[config.mk]
export PLATFORM = sky130hd
export DESIGN_NAME = uart_tx_arbiter
export DESIGN_NICKNAME = d
export VERILOG_FILES = /design/src/rtl/uart_tx_arbiter.sv
export SDC_FILE = /design/constraint.sdc
export NUM_CORES = 1
export LEC_CHECK = 0
export ABC_CLOCK_PERIOD_IN_PS = 2400
export BUFFER_PORTS_ARGS = -buffer_cell sky130_fd_sc_hd__buf_2
export CAP_MARGIN = 40
export CELL_PAD_IN_SITES_DETAIL_PLACEMENT = 2
export CELL_PAD_IN_SITES_GLOBAL_PLACEMENT = 2
export CORE_MARGIN = 1
export CORE_UTILIZATION = 32
export DETAILED_ROUTE_END_ITERATION = 10
export GPL_TIMING_DRIVEN = 0
export PLACE_DENSITY = 0.84
export SETUP_SLACK_MARGIN = 0.05
export SYNTH_ARGS = -nofsm -noshare
export SYNTH_HDL_FRONTEND = slang
export SYNTH_SLANG_ARGS = --single-unit
export TNS_END_PERCENT = 5
[constraint.sdc]
create_clock -name clk -period 2.4 [get_ports clk]
set_input_delay 0.36 -clock clk [delete_from_list [all_inputs] [get_ports clk]]
set_output_delay 0.36 -clock clk [all_outputs]
set_load 0.005 [all_outputs]
[src/rtl/uart_tx_arbiter.sv]
// ----------------------------------------------------------------------------
// uart_tx_arbiter
//
// Shares one uart_tx serializer among NREQ byte producers. Requesters are
// served round-robin starting after the most recently served index. The
// winner's byte is latched onto tx_din, tx_start is pulsed for one cycle and
// the arbiter then waits for the serializer's tx_done_tick before acking the
// requester. A watchdog abandons the byte if tx_done_tick never arrives, so a
// wedged serializer cannot lock out every producer.
//
// Every output comes straight from a flop; nothing combinational reaches an
// output from an input.
//
// Ports
//   clk           in   1         clock
//   reset         in   1         asynchronous, active-high
//   req           in   NREQ      req[i]=1: requester i has a byte on din_bus
//   din_bus       in   8*NREQ    byte i at din_bus[8*i+7 : 8*i]
//   ack           out  NREQ      one-cycle pulse: requester i's byte fully sent
//   busy          out  1         1 whenever the arbiter is not idle
//   grant_id      out  IDX_W     index of the current or last granted requester
//   tx_start      out  1         to uart_tx.tx_start, one-cycle pulse
//   tx_din        out  8         to uart_tx.din, stable from start until idle
//   tx_done_tick  in   1         from uart_tx.tx_done_tick
//   timeout_tick  out  1         one-cycle pulse: watchdog expired, byte dropped
//
// Parameters
//   NREQ      number of requesters (2..16)
//   IDX_W     width of grant_id, equal to clog2(NREQ)
//   WDOG_MAX  cycles allowed in WAIT before giving up (>= one full frame)
//   WDOG_W    watchdog counter width, must hold WDOG_MAX
// ----------------------------------------------------------------------------
module uart_tx_arbiter #(
    parameter int NREQ     = 4,
    parameter int IDX_W    = 2,
    parameter int WDOG_MAX = 200000,
    parameter int WDOG_W   = 18
) (
    input  logic                clk,
    input  logic                reset,
    input  logic [NREQ-1:0]     req,
    input  logic [8*NREQ-1:0]   din_bus,
    output logic [NREQ-1:0]     ack,
    output logic                busy,
    output logic [IDX_W-1:0]    grant_id,
    output logic                tx_start,
    output logic [7:0]          tx_din,
    input  logic                tx_done_tick,
    output logic                timeout_tick
);

    typedef enum logic [1:0] {
        IDLE  = 2'd0,
        START = 2'd1,
        WAIT  = 2'd2,
        ACK   = 2'd3
    } state_t;

    state_t              state;
    state_t              state_nxt;

    // ptr holds the last served index; the search starts one past it.
    logic [IDX_W-1:0]    ptr;
    logic [IDX_W-1:0]    ptr_nxt;
    logic [WDOG_W-1:0]   wdog;
    logic [WDOG_W-1:0]   wdog_nxt;

    // Next values of the registered outputs.
    logic [IDX_W-1:0]    grant_id_nxt;
    logic [7:0]          tx_din_nxt;
    logic [NREQ-1:0]     ack_nxt;
    logic                busy_nxt;
    logic                tx_start_nxt;
    logic                timeout_nxt;

    // Arbitration result for the current req vector and ptr.
    logic [7:0]          din_byte [NREQ];
    logic                win_found;
    logic [IDX_W-1:0]    win_idx;
    logic                wdog_expired;

    // ------------------------------------------------------------------
    // Unpack the flat byte bus so the winner's byte is a plain array read.
    // ------------------------------------------------------------------
    always_comb begin
        for (int i = 0; i < NREQ; i++) begin
            din_byte[i] = din_bus[8*i +: 8];
        end
    end

    // ------------------------------------------------------------------
    // Round-robin search: first set bit strictly above ptr wins; if there is
    // none, wrap around and take the first set bit at or below ptr. Two
    // ascending scans avoid modulo arithmetic for non-power-of-two NREQ.
    // ------------------------------------------------------------------
    always_comb begin
        // NOTE: every variable written in a combinational block gets a
        // default before any branch, so no path can leave it unassigned and
        // infer a latch.
        win_found = 1'b0;
        win_idx   = '0;
        for (int i = 0; i < NREQ; i++) begin
            if (!win_found && req[i] && (IDX_W'(i) > ptr)) begin
                win_found = 1'b1;
                win_idx   = IDX_W'(i);
            end
        end
        for (int i = 0; i < NREQ; i++) begin
            if (!win_found && req[i] && (IDX_W'(i) <= ptr)) begin
                win_found = 1'b1;
                win_idx   = IDX_W'(i);
            end
        end
    end

    // The counter reads 0 in the first WAIT cycle, so reaching WDOG_MAX-1
    // means WDOG_MAX cycles have been spent waiting.
    assign wdog_expired = (wdog == WDOG_W'(WDOG_MAX - 1));

    // ------------------------------------------------------------------
    // Next-state and next-output logic. Outputs are computed from the state
    // being entered so that, once registered, they line up with that state.
    // ------------------------------------------------------------------
    always_comb begin
        state_nxt    = state;
        ptr_nxt      = ptr;
        wdog_nxt     = wdog;
        grant_id_nxt = grant_id;
        tx_din_nxt   = tx_din;
        ack_nxt      = '0;
        timeout_nxt  = 1'b0;

        case (state)
            IDLE: begin
                // req and din_bus are only looked at here; once granted, the
                // transfer runs to ACK or timeout regardless of req.
                if (win_found) begin
                    grant_id_nxt = win_idx;
                    tx_din_nxt   = din_byte[win_idx];
                    state_nxt    = START;
                end
            end

            START: begin
                wdog_nxt  = '0;
                state_nxt = WAIT;
            end

            WAIT: begin
                wdog_nxt = wdog + WDOG_W'(1);
                // A done tick on the expiry cycle still counts as success.
                if (tx_done_tick) begin
                    ack_nxt[grant_id] = 1'b1;
                    state_nxt         = ACK;
                end else if (wdog_expired) begin
                    timeout_nxt = 1'b1;
                    ptr_nxt     = grant_id;
                    state_nxt   = IDLE;
                end
            end

            ACK: begin
                ptr_nxt   = grant_id;
                state_nxt = IDLE;
            end

            default: begin
                state_nxt = IDLE;
            end
        endcase

        busy_nxt     = (state_nxt != IDLE);
        tx_start_nxt = (state_nxt == START);
    end

    // ------------------------------------------------------------------
    // State and output registers.
    // ------------------------------------------------------------------
    always_ff @(posedge clk or posedge reset) begin
        // NOTE: sequential state is updated with non-blocking assignments so
        // every flop samples the pre-edge values of the others.
        if (reset) begin
            state        <= IDLE;
            ptr          <= IDX_W'(NREQ - 1);
            wdog         <= '0;
            grant_id     <= '0;
            tx_din       <= '0;
            ack          <= '0;
            busy         <= 1'b0;
            tx_start     <= 1'b0;
            timeout_tick <= 1'b0;
        end else begin
            state        <= state_nxt;
            ptr          <= ptr_nxt;
            wdog         <= wdog_nxt;
            grant_id     <= grant_id_nxt;
            tx_din       <= tx_din_nxt;
            ack          <= ack_nxt;
            busy         <= busy_nxt;
            tx_start     <= tx_start_nxt;
            timeout_tick <= timeout_nxt;
        end
    end

    // ------------------------------------------------------------------
    // Interface invariants.
    // ------------------------------------------------------------------
    a_ack_onehot : assert property (@(posedge clk) disable iff (reset)
        $onehot0(ack));

    a_ack_xor_timeout : assert property (@(posedge clk) disable iff (reset)
        !((|ack) && timeout_tick));

    a_start_pulse : assert property (@(posedge clk) disable iff (reset)
        tx_start |=> !tx_start);

endmodule
==> results of run 1 <==
flip-flops by register name, summed over array words and instances (netlist names):
signal	flops
timeout_tick	1
grant_id	2
tx_din	8
tx_start	1
state	2
busy	1
ack	4
ptr	2
wdog	18
worst min path at each step:
stage	start	endpoint	slack, ns	depth (start not counted)
after global routing	reset	wdog[3]$_DFFE_PP0P_	0.02	2
after detailed placement	reset	wdog[11]$_DFFE_PP0P_	0.33	2
final	reset	wdog[11]$_DFFE_PP0P_	0.005	2
after CTS	reset	wdog[3]$_DFFE_PP0P_	0.01	2
after global placement	tx_din[3]$_DFFE_PP0P_	tx_din[3]$_DFFE_PP0P_	0.48	2
after floorplan	tx_done_tick	timeout_tick$_DFF_PP0_	0.43	1
cell families after synthesis:
family,after synthesis,synth area share
buf+inv,20,0.0403
simple gates,92,0.239
compound gates,42,0.144
xor+xnor,11,0.0450
mux,8,0.0398
flops,39,0.457
fa+ha+maj,6,0.0351
per-stage QoR:
stage	instance area (um^2)	total power [mW]	setup WS, ns	hold slack [ns]
final	2620	2.64	0.230	0.00463
after global routing	2620	2.84	0.104	0.0159
after CTS	2620	2.68	0.211	0.0102
after detailed placement	2530	2.19	0.264	0.328
after global placement	2510	2.09	0.325	0.478
after floorplan	2140	1.73	0.620	0.431
power by group:
group / total, mW / internal (mW) / switching [mW]
logic: 1.23 / 0.478 / 0.748
registers: 0.953 / 0.830 / 0.123
clock network: 0.456 / 0.226 / 0.230
total: 2.64 / 1.53 / 1.10
layout make-up:
cell class | count | area [um^2] | share of cell area
plain buffers | 6 | 33.8 | 0.0129
clock inverters | 1 | 5.00 | 0.00191
well taps | 77 | 96.3 | 0.0368
repair buffers | 56 | 295 | 0.113
multi-input cells | 159 | 1070 | 0.410
clock buffers | 6 | 82.6 | 0.0315
flip-flops and latches | 39 | 978 | 0.374
inverters | 14 | 52.6 | 0.0201
routing by layer:
layer  share of wire  wire length [um]  vias up  track usage
met3           0.021               136        8       0.0267
met4           0.021               136        0       0.0770
met5               0                 0        -            0
met1            0.44              2800      940        0.247
li1                -                 -      899            -
met2            0.52              3280       30        0.333
cells in the mapped netlist, types with 2 or more instances:
library cell  count  area (um^2)
a31oi_1           3         18.8
nand2_1          28          105
nand2b_1          6         37.5
a211oi_1          2         15.0
o221ai_1          5         43.8
a21oi_1           2         10.0
o22a_1            3         26.3
a211o_1           3         26.3
xor2_1            7         61.3
ha_1              6         75.1
nor3_1            3         15.0
o211a_1           3         30.0
and3_1            4         25.0
nor4_1            3         18.8
o31a_1            2         17.5
o21ai_1           3         15.0
nor2_1           16         60.1
nand3_1          12         60.1
dfrtp_1          37          926
clkbuf_1          4         15.0
mux2i_1           7         70.1
o211ai_1          5         37.5
nor2b_1           4         25.0
nor4_4            2         42.5
xnor2_1           4         35.0
inv_1            13         48.8
o21ai_0           7         35.0
and4_1            3         26.3
dfstp_2           2         52.6
worst max-delay path: cells and delay by family (launching register included):
family | cells | cell delay, ns
AOI/OAI and AO/OA | 1 | 0.39
adders and majority gates | 1 | 0.20
muxes | 1 | 0.31
buffers and inverters | 3 | 0.78
DFF | 1 | 0.43
==> qor.yml, run 1 <==
timing:
  skew_ns: 0.00670
  fin_crit_sh: 0.904
  rsz0062_at_grt: "no"
  slew_headroom: 0.530
  max_freq_mhz: 461
  drv_slew: 0
  hold_viol: 0
  worst_pin_slew_ns: 0.699
  finalCriticalPeriod_ns: 2.17
  fin_tns_setup_ns: 0
  setup_viol: 0
critical_path:
  critPathRequiredTime_ns: 2.63
  reg2reg_from: "state[0]$_DFF_PP0_"
  cp_common_cell: "inv_1"
  cpMaxStageDelayCell: "dfrtp_1"
  crit_path_max_incr_delay_ns: 0.43
  crit_chain: "inv_1 -> ha_1 -> clkbuf_1 -> inv_1 -> o31a_1 -> mux2_4"
  path_class: "reg -> reg"
  endpoint: "ptr[0]$_DFFE_PP1P_"
  rrSetupSlack_ns: 0.23
  crit_path_start_kind: "register"
  path_max_fanout: 9
  critPathCaptureType: "register"
  cp.arrival_ns: 2.40
  reg2reg_depth: 6
  rr_endpoint: "ptr[0]$_DFFE_PP1P_"
  critPathLaunch: "state[0]$_DFF_PP0_"
die:
  dieArea_um2: 7020
  die_h_um: 83.8
  io_pins: 56
  rows: 29
  coreArea_um2: 6390
  fp.dieW_um: 83.8
  start_util: 0.335
flow_run:
  maxCapViolCount: 0
power:
  max-vdd-ir-drop_v: 0.000462
  p_leak_nw: 1.23
  power.density_nw_per_um2: 1010
layout:
  antenna_cells: 0
  fin_nets: 326
  layout-drive-gt1-share: 0.278
  num-fill-cells: 736
  area_growth_pct: 22.4
  final_common_cell: "buf_2"
  final_util: 0.410
  mostFrequentLayoutCells: "buf_2 (55), dfrtp_1 (37), nand2_1 (28), nor2_1 (16)"
  fin_cells: 358
synthesis:
  synthCells: 218
  synthesis.area_um2: 2140
  synth_edf_count: 0
  synth_ff_type: "dfrtp_1"
  seq_area_frac_synth: 0.457
  yosys_warnings: 0
  avgSynthCellArea_um2: 9.81
  ys_async_sr_fraction: 1.00
  mappedNetlistNets: 263
  synth_seq_cells: 39
  ys_types: 48
detailed_routing:
  drt_iter0_drc: 68
  wl_mm: 6.35
  drcViolationCount: 0
  wl_per_cell_um: 17.7
  vias: 1877
  vias_per_cell: 5.24
  ant_nets: 0
  first_pass_iters: 4
clock_network:
  clockBufferDepth: 2
  cts_sinks: 39
  clkTransAtPathRegs_ns: 0.08
  cts_setup_buffers: 0
  cts_root_buf: "clkbuf_8"
  cts_resized: 0
  cts_tree: "done"
  cts_max_level: 2
  holdBufCountCts: 0
  insertion_delay_ns: 0.29
  numCtsBuffers: 5
grt:
  antenna_found_initial: 0
  grt_max_degree: 29
  grt_use_total: 0.194
  grt_pass1_wl_mm: 10.7
  grt-ovfl-total: 0
  grt_pass1_vias: 2105
run_status:
  status: "finished clean"
place:
  hpwl_mm: 4.79
  dp.cells: 351
  place_congestion: 0.734
  io_buffer_count: 55
min_path:
  holdCritPathClass: "in -> async"
No activity file was read; power rests on OpenSTA's default activity.
==> run 2, diff against run 1 <==
Settings changed: ABC_AREA set to 1, CORE_UTILIZATION 32 to 29.
==> qor.yml, run 2 <==
run_status:
  status: "finished clean"
detailed_routing:
  wl_mm: 7.04  # +11%
  drt_iter0_drc: 35  # -49%
  wl_per_cell_um: 13.5  # -24%
  first_pass_iters: 4  # unchanged
  vias_per_cell: 4.72  # -10%
  drcViolationCount: 0  # unchanged
  vias: 2454  # +31%
  ant_nets: 0  # unchanged
layout:
  area_growth_pct: 21.7
  fin_cells: 520  # +45%
  mostFrequentLayoutCells: "nand2_1 (103), inv_1 (62), buf_2 (58), nand3_1 (46), dfrtp_1 (37)"
  largest_reg_flops: 18  # unchanged
  regMostFlops: "wdog"
  num-fill-cells: 1015  # +38%
  final_common_cell: "nand2_1"
  antenna_cells: 0  # unchanged
  fin_nets: 459  # +41%
  reg_top3: "wdog: 18 flops, tx_din: 8 flops, ack: 4 flops"
  layout-drive-gt1-share: 0.227  # -0.0511
  final_util: 0.363  # -0.0469
timing:
  max_freq_mhz: 463  # +0.51%
  setup_viol: 0  # unchanged
  worst_pin_slew_ns: 0.600  # -0.0994 ns
  fin_crit_sh: 0.899  # -0.00458
  skew_ns: 0.00360  # -0.00311 ns
  rsz0062_at_grt: "yes"
  hold_viol: 0  # unchanged
  finalCriticalPeriod_ns: 2.16  # -0.0110 ns
  drv_slew: 0  # unchanged
  fin_tns_setup_ns: 0  # unchanged
  fin_hold_ws_ns: 0.411  # +0.406 ns
  slew_headroom: 0.599  # +0.0691
die:
  coreArea_um2: 8180  # +28%
  io_pins: 56  # unchanged
  die_h_um: 93.7  # +12%
  rows: 33  # +14%
  fp.dieW_um: 93.7  # +12%
  dieArea_um2: 8780  # +25%
  start_util: 0.298  # -0.0366
critical_path:
  critPathRequiredTime_ns: 2.59  # -0.04 ns
  critPathLaunch: "state[1]$_DFF_PP0_"
  crit_path_max_incr_delay_ns: 0.47  # +0.04 ns
  cp.arrival_ns: 2.35  # -0.05 ns
  critPathCaptureType: "register"
  cpLargestDelayFamily: "simple AND/OR/NAND/NOR gates"
  crit_path_start_kind: "register"
  reg2reg_from: "state[1]$_DFF_PP0_"
  path_max_fanout: 7  # -2
  crit_chain: "inv_1 -> ha_1 -> nand3_2 -> nor2_2 -> nand2_2 -> nor2_4 -> nand3_2 -> nor2_2 -> nand3_1 -> nand2_1 -> nor2_1"
  path_class: "reg -> reg"
  cpMaxStageDelayCell: "ha_1"
  path_buf_inv: 1  # -2
place:
  io_buffer_count: 55  # unchanged
  hpwl_mm: 5.79  # +21%
  place_congestion: 0.793  # +8.1%
  dp.cells: 511  # +46%
power:
  max-vdd-ir-drop_v: 0.000258  # -44%
  clock_power_share: 0.164  # -0.009
  p_leak_nw: 1.63  # +33%
  power_frac_seq: 0.349  # -0.013
  combPwrFrac: 0.487  # +0.022
  power_mw: 2.79  # +5.7%
  intPower_mw: 1.50  # -1.9%
  power.density_nw_per_um2: 938  # -6.8%
  switching_power_mw: 1.28  # +16%
  swShare: 0.460  # +0.0420
synthesis:
  avgSynthCellArea_um2: 6.97  # -29%
  synth_ff_type: "dfrtp_1"
  post-synth-top-area-cell: "dfrtp_1"
  netlist.area_leader.share: 0.379  # -0.0533
  synthCells: 350  # +61%
  seq_area_frac_synth: 0.401  # -0.0563
  mappedNetlistNets: 395  # +50%
  ys_async_sr_fraction: 1.00  # unchanged
  yosysMostFrequentCell: "nand2_1"
  synthTopCellsByCount: "nand2_1 (103), inv_1 (63), nand3_1 (46)"
  synth_seq_cells: 39  # unchanged
  ys_types: 32  # -33%
  synthesis.area_um2: 2440  # +14%
  synth_area_leaders: "dfrtp_1 (38%), nand2_1 (16%), inv_1 (9.7%)"
  yosys_warnings: 0  # unchanged
  synth_edf_count: 0  # unchanged
grt:
  grt-ovfl-total: 0  # unchanged
  grt_use_total: 0.176  # -0.0184
  grt_pass1_wl_mm: 12.2  # +14%
  antenna_found_initial: 0  # unchanged
  grt_max_degree: 36  # +24%
  grt_pass1_vias: 2630  # +25%
clock_network:
  insertion_delay_ns: 0.29  # about the same
  clockBufferDepth: 2  # unchanged
  cts_tree: "done"
  cts_sinks: 39  # unchanged
  cts_root_buf: "clkbuf_8"
  cts_max_level: 2  # unchanged
  clkTransAtPathRegs_ns: 0.08  # about the same
  numCtsBuffers: 5  # unchanged
flow_run:
  maxCapViolCount: 0  # unchanged
min_path:
  hold_path_startpoint: "tx_done_tick"
  holdCritPathClass: "in -> reg"
-- run 2: cell count changes after synthesis, moves of 8 or more --
cell	before	now
nand2_1	28	103
a21oi_1	2	13
nor3_1	3	11
nand3_1	12	46
inv_1	13	63
-- run 2: final cells by class --
class / count / area (um^2) / share of cell area
Clock inverter: 3 / 20.0 / 0.00674
Multi-Input combinational cell: 239 / 1180 / 0.397
Inverter: 66 / 249 / 0.0839
Buffer: 6 / 37.5 / 0.0126
Tap cell: 105 / 131 / 0.0442
Sequential cell: 39 / 978 / 0.330
Clock buffer: 5 / 68.8 / 0.0232
Timing Repair Buffer: 57 / 305 / 0.103
-- run 2: cells by family after synthesis --
kind of cell / Yosys count / synth area share
AO/OA/AOI/OAI: 25 / 0.0554
buffers and inverters: 72 / 0.117
AND/OR/NAND/NOR: 208 / 0.396
adder cells (fa/ha/maj): 6 / 0.0308
flip-flops: 39 / 0.401
-- run 2: worst reg2reg max path, cell delays in order, from the launching register on --
cell and delay, ns:
dfrtp_1 0.42, inv_1 0.12, ha_1 0.47, nand3_2 0.16, nor2_2 0.22, nand2_2 0.09
nor2_4 0.14, nand3_2 0.12, nor2_2 0.13, nand3_1 0.08, nand2_1 0.07, nor2_1 0.05
-- run 2: worst paths after layout --
check,end,slack (ns),depth (start not counted)
worst max-delay path,wdog[14]$_DFFE_PP0P_,0.24,11
worst min-delay path,timeout_tick$_DFF_PP0_,0.41,4
worst max register to register,wdog[14]$_DFFE_PP0P_,0.24,11
worst min register to register,tx_din[6]$_DFFE_PP0P_,0.50,2
max in group asynchronous,ptr[1]$_DFFE_PP1P_,1.44,4
min in group asynchronous,tx_din[7]$_DFFE_PP0P_,0.48,3
-- run 2: per-layer routing --
metal,up-vias,part of all wire,track usage
met5,-,0,0
met1,1193,0.45,0.214
met2,39,0.51,0.324
li1,1216,-,-
met3,6,0.035,0.0299
met4,0,0.0087,0.0346
-- run 2: through the flow --
stage | worst slack (ns) | cell area [um^2]
floorplan | 0.634 | 2440
global placement | 0.170 | 2850
detailed placement | 0.00627 | 2870
CTS | 0.114 | 2970
global route | 0.000953 | 2970
finish | 0.241 | 2970
-- run 2: power by group through the flow --
stage / Combinational [mW] / Clock, mW / Sequential, mW
3_5_place_dp: 1.39 / 0 / 0.984
2_1_floorplan: 0.914 / 0 / 0.952
3_3_place_gp: 1.29 / 0 / 0.981
5_1_grt: 1.57 / 0.507 / 0.994
6_report: 1.36 / 0.458 / 0.971
4_1_cts: 1.40 / 0.470 / 0.976
-- run 2: what timing repair did --
item | CTS | global route
hold buffers | 1 | 0
endpoints found under the hold margin | 4 | 0
endpoints found under the setup margin | 10 | 9
resized for setup | 1 | 1
buffers inserted | 0 | 0
==> run 3, diff against run 2 <==
Settings changed: ABC_AREA 1 to 0, CELL_PAD_IN_SITES_DETAIL_PLACEMENT 2 to 1, CELL_PAD_IN_SITES_GLOBAL_PLACEMENT 2 to 1, CORE_UTILIZATION 29 to 35, PLACE_DENSITY 0.84 to 0.76, REMOVE_ABC_BUFFERS set to 1.
==> qor.yml, run 3 (synthesis results as in run 1) <==
die:
  rows: 28  # -15%
  start_util: 0.361  # +0.0629
  io_pins: 56  # unchanged
  die_h_um: 80.2  # -14%
  dieArea_um2: 6430  # -27%
  fp.dieW_um: 80.2  # -14%
  coreArea_um2: 5920  # -28%
timing:
  worst_pin_slew_ns: 0.845  # +0.246 ns
  max_freq_mhz: 457  # -1.5%
  hold_viol: 0  # unchanged
  drv_slew: 0  # unchanged
  skew_ns: 0.00475  # +0.00116 ns
  fin_crit_sh: 0.913  # +0.0133
  finalCriticalPeriod_ns: 2.19  # +0.0318 ns
  slew_headroom: 0.435  # -0.164
  rsz0062_at_grt: "yes"
  fin_tns_setup_ns: 0  # unchanged
  setup_viol: 0  # unchanged
clock_network:
  holdBufCountCts: 0  # -1
  cts_max_level: 2  # unchanged
  clkTransAtPathRegs_ns: 0.08  # about the same
  insertion_delay_ns: 0.29  # about the same
  clockBufferDepth: 2  # unchanged
  cts_root_buf: "clkbuf_8"
  cts_setup_buffers: 0  # unchanged
  cts_tree: "done"
  cts_sinks: 39  # unchanged
  numCtsBuffers: 5  # unchanged
place:
  dp.cells: 343  # -33%
  hpwl_mm: 4.03  # -30%
  place_congestion: 0.802  # +1.2%
  dpl-instance-area_um2: 2490  # -13%
  io_buffer_count: 55  # unchanged
layout:
  layout-drive-gt1-share: 0.286  # +0.0597
  regMostFlops: "wdog"
  mostFrequentLayoutCells: "buf_2 (55), dfrtp_1 (37), nand2_1 (28), nor2_1 (16)"
  reg_top3: "wdog: 18 flops, tx_din: 8 flops, ack: 4 flops"
  final_common_cell: "buf_2"
  largest_reg_flops: 18  # unchanged
  fin_cells: 351  # -33%
  multiInputGateArea_um2: 1080  # -8.2%
  fin_area_um2: 2620  # -12%
  num-fill-cells: 701  # -31%
  register_area_um2: 978  # unchanged
  fin_nets: 320  # -30%
  area_growth_pct: 22.5
  antenna_cells: 0  # unchanged
grt:
  use_met3: 0.0375  # +0.00756
  grt-ovfl-total: 0  # unchanged
  antenna_found_initial: 0  # unchanged
  grt_pass1_wl_mm: 8.66  # -29%
  top_usage_layer: "met2"
  grt_use_met2: 0.304  # -0.0193
  grt_use_total: 0.178  # +0.00147
  grt_pass1_vias: 1799  # -32%
  grt_max_degree: 40  # +11%
  use_met1: 0.223  # +0.00849
power:
  max-vdd-ir-drop_v: 0.000381  # +48%
  power.density_nw_per_um2: 1000  # +6.7%
  p_leak_nw: 1.23  # -25%
detailed_routing:
  vias_per_cell: 5.17  # +9.5%
  first_pass_iters: 4  # unchanged
  vias: 1813  # -26%
  wl_per_cell_um: 15.5  # +14%
  drcViolationCount: 0  # unchanged
  ant_nets: 0  # unchanged
  drt_iter0_drc: 128  # +270%
  wl_mm: 5.44  # -23%
run_status:
  status: "finished clean"
critical_path:
  critPathCaptureType: "register"
  crit_path_start_kind: "register"
  reg2reg_from: "state[1]$_DFF_PP0_"
  path_max_fanout: 15  # +8
  path_class: "reg -> reg"
  critPathRequiredTime_ns: 2.55  # -0.04 ns
  rr_endpoint: "wdog[16]$_DFFE_PP0P_"
  reg2reg_depth: 7  # -4
  cp.arrival_ns: 2.34  # about the same
  rrSetupSlack_ns: 0.21  # -0.03 ns
min_path:
  holdCritPathClass: "in -> async"
flow_run:
  maxCapViolCount: 0  # unchanged
[run 3: cell types whose count changed in the layout (fill, tap and decap cells not counted), sizes merged, moves of 7 or more]
cell and delta:
a21oi -13, nand2 -78, nand4 -7, nor3 -10, nand3 -35, inv -51
mux2i +7, nor2 -11, xor2 +7
[run 3: repair_timing]
action | 4_1_cts | 5_1_grt
setup endpoints to repair | 3 | 7
resized for setup | 1 | 1
gates cloned | 0 | 0
[run 3: layer usage]
metal / share of wire / up-vias
li1: - / 889
met1: 0.45 / 895
met2: 0.51 / 23
met3: 0.025 / 6
met4: 0.013 / 0
met5: 0 / -
[run 3: stage by stage]
stage | setup slack [ns] | hold slack (ns) | util | total power [mW]
6_report | 0.210 | 0.0798 | 0.443 | 2.62
3_5_place_dp | 0.114 | 0.404 | 0.421 | 2.08
3_3_place_gp | 0.163 | 0.478 | 0.418 | 2.02
5_1_grt | 0.0133 | 0.0972 | 0.443 | 2.84
2_1_floorplan | 0.474 | 0.431 | - | 1.68
4_1_cts | 0.121 | 0.0847 | 0.442 | 2.67
[run 3: worst max-delay path: stages (launching register included)]
cell and delay [ns]:
dfrtp_1 0.40, inv_1 0.12, ha_1 0.57, nand2_1 0.19
nor4b_2 0.40, nand2_1 0.13, xor2_1 0.18, nor2_1 0.05
[run 3: power by group]
group	switching (mW)	internal, mW
registers	0.109	0.830
clock network	0.232	0.336
logic	0.674	0.441
[run 3: worst max path at each step]
stage / start / endpoint / slack, ns / cells past startpoint
4_1_cts: ptr[0]$_DFFE_PP1P_ / tx_din[2]$_DFFE_PP0P_ / 0.12 / 5
3_3_place_gp: state[1]$_DFF_PP0_ / wdog[16]$_DFFE_PP0P_ / 0.16 / 7
5_1_grt: state[0]$_DFF_PP0_ / wdog[16]$_DFFE_PP0P_ / 0.01 / 7
3_5_place_dp: state[1]$_DFF_PP0_ / wdog[16]$_DFFE_PP0P_ / 0.11 / 7
6_report: state[1]$_DFF_PP0_ / wdog[16]$_DFFE_PP0P_ / 0.21 / 7
2_1_floorplan: ptr[0]$_DFFE_PP1P_ / tx_din[4]$_DFFE_PP0P_ / 0.47 / 5
[run 3: final cells by class]
cell class,count,share of cell area
Inverter,14,0.0201
Tap cell,75,0.0358
Timing Repair Buffer,56,0.113
Clock inverter,2,0.0134
Sequential cell,39,0.373
Clock buffer,6,0.0315
Multi-Input combinational cell,159,0.413
